===== src/rtl/div_ratio_meter.sv =====
// div_ratio_meter: measures period and high time of a slow, asynchronous
// clock-like input in units of clk, recovering divide ratio and duty cycle.
// Reports lock when consecutive periods match and flags a sticky overflow
// when no rising edge arrives within the counter range.
module div_ratio_meter #(
  parameter int CNT_WIDTH   = 16,
  parameter int SYNC_STAGES = 2
) (
  input  logic                 clk,
  input  logic                 reset,
  input  logic                 enable,
  input  logic                 sig_in,
  output logic [CNT_WIDTH-1:0] period,
  output logic [CNT_WIDTH-1:0] high_time,
  output logic                 valid,
  output logic                 locked,
  output logic                 overflow
);

  localparam logic [CNT_WIDTH-1:0] CNT_ZERO = {CNT_WIDTH{1'b0}};
  localparam logic [CNT_WIDTH-1:0] CNT_ONE  = {{(CNT_WIDTH-1){1'b0}}, 1'b1};
  localparam logic [CNT_WIDTH-1:0] CNT_MAX  = {CNT_WIDTH{1'b1}};

  typedef enum logic [1:0] {
    IDLE = 2'd0,
    ARM  = 2'd1,
    MEAS = 2'd2
  } state_t;

  state_t               state;
  logic [SYNC_STAGES-1:0] sync;
  logic                 s;
  logic                 s_d;
  logic                 rise;
  logic [CNT_WIDTH-1:0] per_cnt;
  logic [CNT_WIDTH-1:0] hi_cnt;
  // Previous period for lock comparison; zero means "no reference yet",
  // which can never match because a real period is at least 2.
  logic [CNT_WIDTH-1:0] last_period;

  assign s    = sync[SYNC_STAGES-1];
  assign rise = s & ~s_d;

  // Synchronizer chain and edge-detect flop; free-running in every state.
  always_ff @(posedge clk) begin
    if (reset) begin
      sync <= {SYNC_STAGES{1'b0}};
      s_d  <= 1'b0;
    end else begin
      sync <= {sync[SYNC_STAGES-2:0], sig_in};
      s_d  <= s;
    end
  end

  // Measurement state machine with registered outputs.
  always_ff @(posedge clk) begin
    if (reset) begin
      state       <= IDLE;
      per_cnt     <= CNT_ZERO;
      hi_cnt      <= CNT_ZERO;
      last_period <= CNT_ZERO;
      period      <= CNT_ZERO;
      high_time   <= CNT_ZERO;
      valid       <= 1'b0;
      locked      <= 1'b0;
      overflow    <= 1'b0;
    end else begin
      valid <= 1'b0;
      if (!enable) begin
        // Results stay readable while disabled; status flags are cleared.
        state    <= IDLE;
        per_cnt  <= CNT_ZERO;
        hi_cnt   <= CNT_ZERO;
        locked   <= 1'b0;
        overflow <= 1'b0;
      end else begin
        case (state)
          IDLE: begin
            state       <= ARM;
            per_cnt     <= CNT_ZERO;
            hi_cnt      <= CNT_ZERO;
            last_period <= CNT_ZERO;
          end
          ARM: begin
            if (rise) begin
              per_cnt <= CNT_ONE;
              hi_cnt  <= CNT_ONE;
              state   <= MEAS;
            end else begin
              per_cnt <= CNT_ZERO;
              hi_cnt  <= CNT_ZERO;
            end
          end
          MEAS: begin
            if (rise) begin
              // A rise on the terminal count still closes a valid period.
              period      <= per_cnt;
              high_time   <= hi_cnt;
              valid       <= 1'b1;
              locked      <= (per_cnt == last_period);
              last_period <= per_cnt;
              per_cnt     <= CNT_ONE;
              hi_cnt      <= CNT_ONE;
            end else if (per_cnt == CNT_MAX) begin
              overflow    <= 1'b1;
              locked      <= 1'b0;
              per_cnt     <= CNT_ZERO;
              hi_cnt      <= CNT_ZERO;
              last_period <= CNT_ZERO;
              state       <= ARM;
            end else begin
              per_cnt <= per_cnt + CNT_ONE;
              if (s) begin
                hi_cnt <= hi_cnt + CNT_ONE;
              end else begin
                hi_cnt <= hi_cnt;
              end
            end
          end
          default: begin
            state   <= IDLE;
            per_cnt <= CNT_ZERO;
            hi_cnt  <= CNT_ZERO;
          end
        endcase
      end
    end
  end

endmodule

===== config.mk =====
export PLATFORM = sky130hd
export DESIGN_NAME = div_ratio_meter
export DESIGN_NICKNAME = d
export VERILOG_FILES = /design/src/rtl/div_ratio_meter.sv
export SDC_FILE = /design/constraint.sdc
export NUM_CORES = 1
export LEC_CHECK = 0
export ABC_AREA = 1
export CORE_ASPECT_RATIO = 0.7
export CORE_UTILIZATION = 57
export CTS_CLUSTER_DIAMETER = 80
export DETAILED_ROUTE_END_ITERATION = 12
export PLACE_DENSITY = 0.83
export SLEW_MARGIN = 10
export SYNTH_ARGS = -nofsm -noshare
export SYNTH_HDL_FRONTEND = slang
export SYNTH_SLANG_ARGS = --single-unit

===== constraint.sdc =====
create_clock -name clk -period 2.1 [get_ports clk]
set_input_delay 0.21 -clock clk [delete_from_list [all_inputs] [get_ports clk]]
set_output_delay 0.21 -clock clk [all_outputs]
set_load 0.005 [all_outputs]

==> key figures, run 1 <==
Setup path
  – Crit path launch: per_cnt[0]
  – Worst reg2reg endpoint: hi_cnt[2]
  – FF-to-FF Start: per_cnt[0]
  – Critical path's slowest cell: dfxtp_1
  – Crit start category: flop
  – CP dominant cell by count: nand2_1
  – Required time of the critical path: 2.42 ns
  – Crit. End Element: flop
  – Reg2reg setup slack: roughly 0.22 ns
  – Crit path buf inv count: 3
  – FF-to-FF path depth: 12
  – CP Cell Sequence: ha_1 -> nand2_1 -> clkinv_1 -> nand2_2 -> nor2_4 -> nand2_2 -> nand3_4 -> nor2_1 -> inv_1 -> nand2_1 -> nand2_1 -> inv_1
  – Critical Path Fanout Max: 21
  – Crit-path max cell delay: around 0.37 ns
  – Delay-heaviest family, CP: simple AND/OR/NAND/NOR gates
  – CP Class: flop to flop
  – CP arrival: between 2 and 2.5 ns

Timing
  – Hold Fails Final Rpt: 0
  – Worst slew pin tran: between 0.5 and 0.6 ns
  – Fin crit period: about 1.9 ns
  – Final TNS setup: 0 ns
  – Slew margin rel.: around three fifths
  – Final setup vio count: 0
  – Period utilization: 89.7%
  – Slew Viols, Final: 0
  – Unrepaired setup endpoints after global routing: no
  – Clk_skew: 0.0119 ns
  – Setup WS post-layout: about 0.22 ns
  – Max Clk Rate: roughly 0.53 GHz

CTS
  – Maximum clock insertion buffer count: 2
  – Setup bufs post-CTS: 0
  – H-Tree Depth: 3
  – Clock-pin slew on the worst setup and hold paths: roughly 0.090 ns
  – Root Driver: clkbuf_8
  – CTS resizes: 0
  – Hold-fix buffer count after cts: 0
  – CTS tree: done
  – Clock Latency Late Sink: approximately 0.37 ns
  – Sink Count: 88
  – Num CTS Buffers: 9

Synth
  – Synth Area in Simple Gates: approximately a third
  – Synth Area in Compound Gates: about a tenth
  – Largest family of logic cells by synthesized area: simple AND/OR/NAND/NOR gates
  – Multiplexer share of the synthesized area: 0%
  – Top post-synthesis cells by area: dfxtp_1 (43%), nand2_1 (14%), nor2_1 (6.3%), a21oi_1 (5.4%), inv_1 (4.8%)
  – Ys async rst share: 0%
  – Syn nets: ~570
  – Top-area cell type share of the netlist area: around 43%
  – Synthesis warning total: 0
  – Mapped Cells: about 560
  – Post-synthesis xor/xnor area fraction: ~3.4%
  – Yosys reg bits: 88
  – Post-synthesis sequential area ratio: 43.3%
  – Most common flop cell mapped by yosys: dfxtp_1
  – Adder-cell share of the synthesized area: 1.85%
  – Unique masters post-synth: 33
  – Avg Cell Area, Syn: around 7.3 um2
  – Post-synth EDFFs: 0
  – Largest area contributor in the netlist: dfxtp_1
  – Synthesized cell area: 4070 um2

Layout
  – Ant. Diodes: 0
  – Commonest non-fill, non-tap cells in the layout: nand2_1 (147), dfxtp_1 (88), nor2_1 (68), inv_1 (52), a21oi_1 (44)
  – Fraction of layout cells with a size suffix above 1: between 10 and 15%
  – Area Growth Syn to Fin: 15.7%
  – Most common cell after layout, fill and taps aside: nand2_1
  – Final Net Count: between 600 and 700
  – Finished Layout Cells: roughly 690
  – Finished Cell Area: roughly 4700 um2

Drt
  – Met1 Wirelength: 4850 um
  – Final wirelength: 9820 um
  – DRT Pass-1 Iters: 5
  – Met3 wire length: between 800 and 900 um
  – Routed Antenna Nets: 0
  – Drt initial violations: 390
  – # DRC: 0
  – Via-per-instance ratio: ~5.3
  – Top sig layer: met4
  – Avg WL per Cell: approximately 14 um
  – Number of vias in the routed layout: ~3700
  – Met2 WL: around 4000 um

Status
  – Status: completed

Pwr
  – Max IR drop VDD: 0.000367 V
  – Clk network pwr share: roughly 41%
  – Register share of total power: ~54%
  – P per Cell Area: between 600 and 700 nW/um2
  – Logic pwr share: under 10%
  – Sw Pwr: roughly 730 uW
  – Pleak: between 0.0015 and 0.002 uW
  – Sw frac: around a quarter
  – Internal Power: 2380 uW

Die
  – Core ar.: approximately 7000 um2
  – Die Area: approximately 7500 um2
  – Initial core utilization: between 50% and 60%
  – Die height: 72.7 um
  – Num ports: 39
  – Num rows: 25
  – Die span in x: about 100 um

Hold path
  – Hold Path End: overflow
  – Worst Hold Path Cells: 3
  – Worst hold path class: input port to flop
  – Hold Startpoint: reset

Job
  – Max Cap Viol: 0

Placement
  – Dpl hpwl: between 7000 and 8000 um
  – Input/output buffers: 38
  – DP Area: between 4000 and 5000 um2
  – Dpl ws: ~0.28 ns
  – GP Congestion: ~0.89
  – Placed insts: roughly 680

GRT
  – Initial antenna violation count: 0
  – Vias in the first global route: 3344
  – Largest net degree at the start of global routing: 52
  – Gr ovfl total: 0
  – GR Util All Layers: 28.5%
  – First-pass GRT wire length: approximately 16000 um
## logic make-up after synthesis
| group | count (synthesis) |
|---|---|
| AOI/OAI and AO/OA | 74 |
| buffers and inverters | 76 |
| and+or+nand+nor | 298 |
| adders and majority gates | 6 |
| DFF | 88 |
| xor gates and xnor gates | 16 |
## synthesized netlist by cell type (7+ instances only)
cell type,n
a21oi_1,44
a21oi_2,10
clkbuf_1,7
dfxtp_1,88
inv_1,52
nand2_1,147
nand2_2,20
nand3_1,30
nor2_1,68
nor3_1,9
o21ai_0,13
xor2_1,12
## tightest hold or removal path: stages
cell    delay (ns)
buf_2         0.14
nor2_2        0.07
o21a_1        0.10
## power by group through the flow
stage,clock network (uW),logic [uW],registers [uW]
4_1_cts,1290,147,1680
5_1_grt,1360,164,1680
3_3_place_gp,0,140,1720
6_report,1290,149,1680
3_5_place_dp,0,146,1720
2_1_floorplan,0,120,1720
## per-layer routing
metal,track usage [%],vias to the layer above
met4,6.73,0
li1,-,1827
met1,42.7,1675
met5,0,-
met3,6.51,17
met2,41.4,166
## sequential cells by signal, summed over array words and instances, names as in the netlist
signal	flops
overflow	1
valid	1
locked	1
state	2
last_period	16
high_time	16
sync	2
period	16
per_cnt	16
hi_cnt	16
s_d	1
## metrics by stage
| stage | util [%] | power (uW) | hold slack [ns] |
|---|---|---|---|
| floorplan | - | 1840 | 0.317 |
| global placement | 65.8 | 1860 | 0.396 |
| detailed placement | 65.8 | 1860 | 0.412 |
| CTS | 69.0 | 3120 | 0.181 |
| global route | 69.0 | 3210 | 0.193 |
| finish | 69.0 | 3110 | 0.203 |
## final cells by class
cell class,count,area [um2]
Fill cell,596,2120
Multi-Input combinational cell,394,1960
Sequential cell,88,1760
Timing Repair Buffer,46,435
Inverter,56,210
Clock buffer,9,124
Tap cell,94,118
Clock inverter,6,93.8
## how the worst max path moves through the flow
stage	cells past startpoint	to	slack, ns
global placement	12	hi_cnt[2]	0.36
floorplan	11	last_period[12]	0.56
detailed placement	10	hi_cnt[13]	0.28
finish	12	hi_cnt[2]	0.22
CTS	12	hi_cnt[2]	0.24
global route	10	hi_cnt[12]	0.03
No activity file was read; power rests on OpenSTA's default activity.
==> run 2, diff against run 1 <==
--- a/config.mk
+++ b/config.mk
@@ -10,7 +10,8 @@
 export CORE_UTILIZATION = 57
 export CTS_CLUSTER_DIAMETER = 80
 export DETAILED_ROUTE_END_ITERATION = 12
-export PLACE_DENSITY = 0.83
+export GPL_ROUTABILITY_DRIVEN = 0
+export PLACE_DENSITY = 0.77
 export SLEW_MARGIN = 10
 export SYNTH_ARGS = -nofsm -noshare
 export SYNTH_HDL_FRONTEND = slang
==> run 2 against run 1 <==
Effect of this change:
- hold slack improved by 0.086 ns
- cell count increased by 0.29%
- power increased by 1.4%
- via count decreased by 0.95%
- design area increased by 0.67%
- sequential cell count unchanged
- worst setup slack improved by 0.0022 ns
==> key figures, run 2 (synthesis gave the netlist of run 1 again) <==
Drt
  – Via-per-instance ratio: roughly 5.3
  – Final wirelength: 9550 um
  – Routed Antenna Nets: 0
  – DRT Pass-1 Iters: 5
  – Number of vias in the routed layout: between 3000 and 4000
  – Avg WL per Cell: between 10 and 15 um
  – Drt initial violations: 422
  – # DRC: 0

Setup path
  – CP Class: flop to flop
  – Critical Path Fanout Max: 21
  – FF-to-FF Start: per_cnt[0]
  – Required time of the critical path: between 2 and 2.5 ns
  – Reg2reg setup slack: 0.22 ns
  – FF-to-FF path depth: 10
  – Crit start category: flop
  – Worst reg2reg endpoint: hi_cnt[13]
  – CP arrival: between 2 and 2.5 ns
  – Crit. End Element: flop

Pwr
  – P per Cell Area: about 670 nW/um2
  – Register share of total power: a little over half
  – Sw frac: 24.1%
  – Sw Pwr: between 700 and 800 uW
  – Max IR drop VDD: about 0.00038 V
  – Logic pwr share: under 10%
  – Internal Power: approximately 2400 uW
  – Clk network pwr share: approximately 42%
  – Pleak: 0.00182 uW

Layout
  – Most common cell after layout, fill and taps aside: nand2_1
  – Commonest non-fill, non-tap cells in the layout: nand2_1 (147), dfxtp_1 (88), nor2_1 (67), inv_1 (52), a21oi_1 (44)
  – Fin util: 69.4%
  – Finished Layout Cells: about 700
  – Fraction of layout cells with a size suffix above 1: between 10 and 15%
  – Final Net Count: slightly above 600
  – Ant. Diodes: 0
  – Area Growth Syn to Fin: 16.4%

Placement
  – Input/output buffers: 38
  – Dpl hpwl: a little under 7000 um
  – Placed insts: between 600 and 700
  – Dpl ws: about 0.18 ns

Timing
  – Final setup vio count: 0
  – Max Clk Rate: roughly 0.53 GHz
  – Setup WS post-layout: 0.218 ns
  – Period utilization: 89.6%
  – Worst slew pin tran: about 0.59 ns
  – Hold Fails Final Rpt: 0
  – Unrepaired setup endpoints after global routing: no
  – Fin crit period: about 1.9 ns
  – Slew margin rel.: between 60% and 70%
  – Slew Viols, Final: 0
  – Final TNS setup: 0 ns
  – Clk_skew: 0.0129 ns
  – Hold_ws: ~0.29 ns

CTS
  – Num CTS Buffers: 9
  – H-Tree Depth: 3
  – Sink Count: slightly below 90
  – Hold-fix buffer count after cts: 0
  – Setup bufs post-CTS: 0
  – Clock-pin slew on the worst setup and hold paths: 0.09 ns
  – Maximum clock insertion buffer count: 2
  – Clock Latency Late Sink: 0.37 ns
  – CTS resizes: 0
  – CTS tree: done
  – Root Driver: clkbuf_8

Hold path
  – Hold Path End: per_cnt[0]
  – Worst Hold Path Cells: 4
  – Hold Startpoint: reset
  – Worst hold path class: input port to flop

GRT
  – Largest net degree at the start of global routing: 52
  – First-pass GRT wire length: 15600 um
  – Vias in the first global route: approximately 3200
  – Initial antenna violation count: 0
  – Gr ovfl total: 0
  – GR Util All Layers: between 20% and 30%

Die
  – Die Area: between 7000 and 8000 um2
  – Die height: approximately 73 um
  – Num ports: 39
  – Core ar.: 6820 um2
  – Initial core utilization: between 50% and 60%
  – Die span in x: approximately 100 um
  – Num rows: 25

Status
  – Status: completed

Job
  – Max Cap Viol: 0
-- run 2: cell types whose count changed in the layout (fill, tap and decap cells not counted) --
cell	before	now
clkinvlp_4	1	0
nor2_1	68	67
inv_8	0	1
clkinv_2	0	1
buf_12	0	1
nor2_2	5	6
-- run 2: per-stage QoR --
step                      power (uW)  instance area [um2]
after CTS                       3160                 4730
after floorplan                 1840                 4070
final                           3160                 4730
after detailed placement        1860                 4510
after global placement          1860                 4510
after global routing            3260                 4730
-- run 2: how the worst max path moves through the flow --
stage	startpoint	end	slack, ns	cells past startpoint
2_1_floorplan	per_cnt[0]	last_period[12]	0.56	11
3_3_place_gp	per_cnt[0]	hi_cnt[2]	0.35	12
3_5_place_dp	per_cnt[0]	hi_cnt[13]	0.18	10
4_1_cts	per_cnt[0]	hi_cnt[13]	0.19	10
5_1_grt	per_cnt[0]	hi_cnt[13]	0.05	10
6_report	per_cnt[0]	hi_cnt[13]	0.22	10
-- run 2: layer usage --
layer	routed length (um)	share of wire, %	track usage (%)	up-vias
met1	4900	51	43.8	1655
met3	1000	10	7.47	11
met4	68	0.71	5.32	0
met5	0	0	0	-
li1	-	-	-	1829
met2	3580	38	37.3	155
-- run 2: critical path, stage by stage (launching register included) --
cell,delay (ns)
dfxtp_1,0.36
ha_1,0.24
nand2_1,0.10
clkinv_1,0.09
nand2_2,0.12
nor2_4,0.05
nand2_2,0.10
nand3_4,0.25
nor2_2,0.23
inv_1,0.08
o21ai_0,0.18
-- run 2: layout make-up --
| cell class | instances | area (um2) |
|---|---|---|
| inverter | 56 | 210 |
| tap | 94 | 118 |
| clock buffer | 9 | 124 |
| clock inverter | 7 | 103 |
| timing repair buffer | 47 | 455 |
| fill | 615 | 2080 |
| multi-input combinational | 394 | 1960 |
| sequential | 88 | 1760 |
-- run 2: power by group through the flow --
stage / sequential [uW] / clock [uW] / combinational, uW
2_1_floorplan: 1720 / 0 / 120
3_3_place_gp: 1720 / 0 / 140
3_5_place_dp: 1720 / 0 / 144
4_1_cts: 1680 / 1340 / 145
5_1_grt: 1680 / 1420 / 162
6_report: 1680 / 1330 / 146
==> run 3, diff against run 2 <==
--- a/config.mk
+++ b/config.mk
@@ -6,6 +6,7 @@
 export NUM_CORES = 1
 export LEC_CHECK = 0
 export ABC_AREA = 1
+export ABC_CLOCK_PERIOD_IN_PS = 2100
 export CORE_ASPECT_RATIO = 0.7
 export CORE_UTILIZATION = 57
 export CTS_CLUSTER_DIAMETER = 80
==> results of run 3 <==
The final DEF is identical to that of run 2; final timing and power are the same.
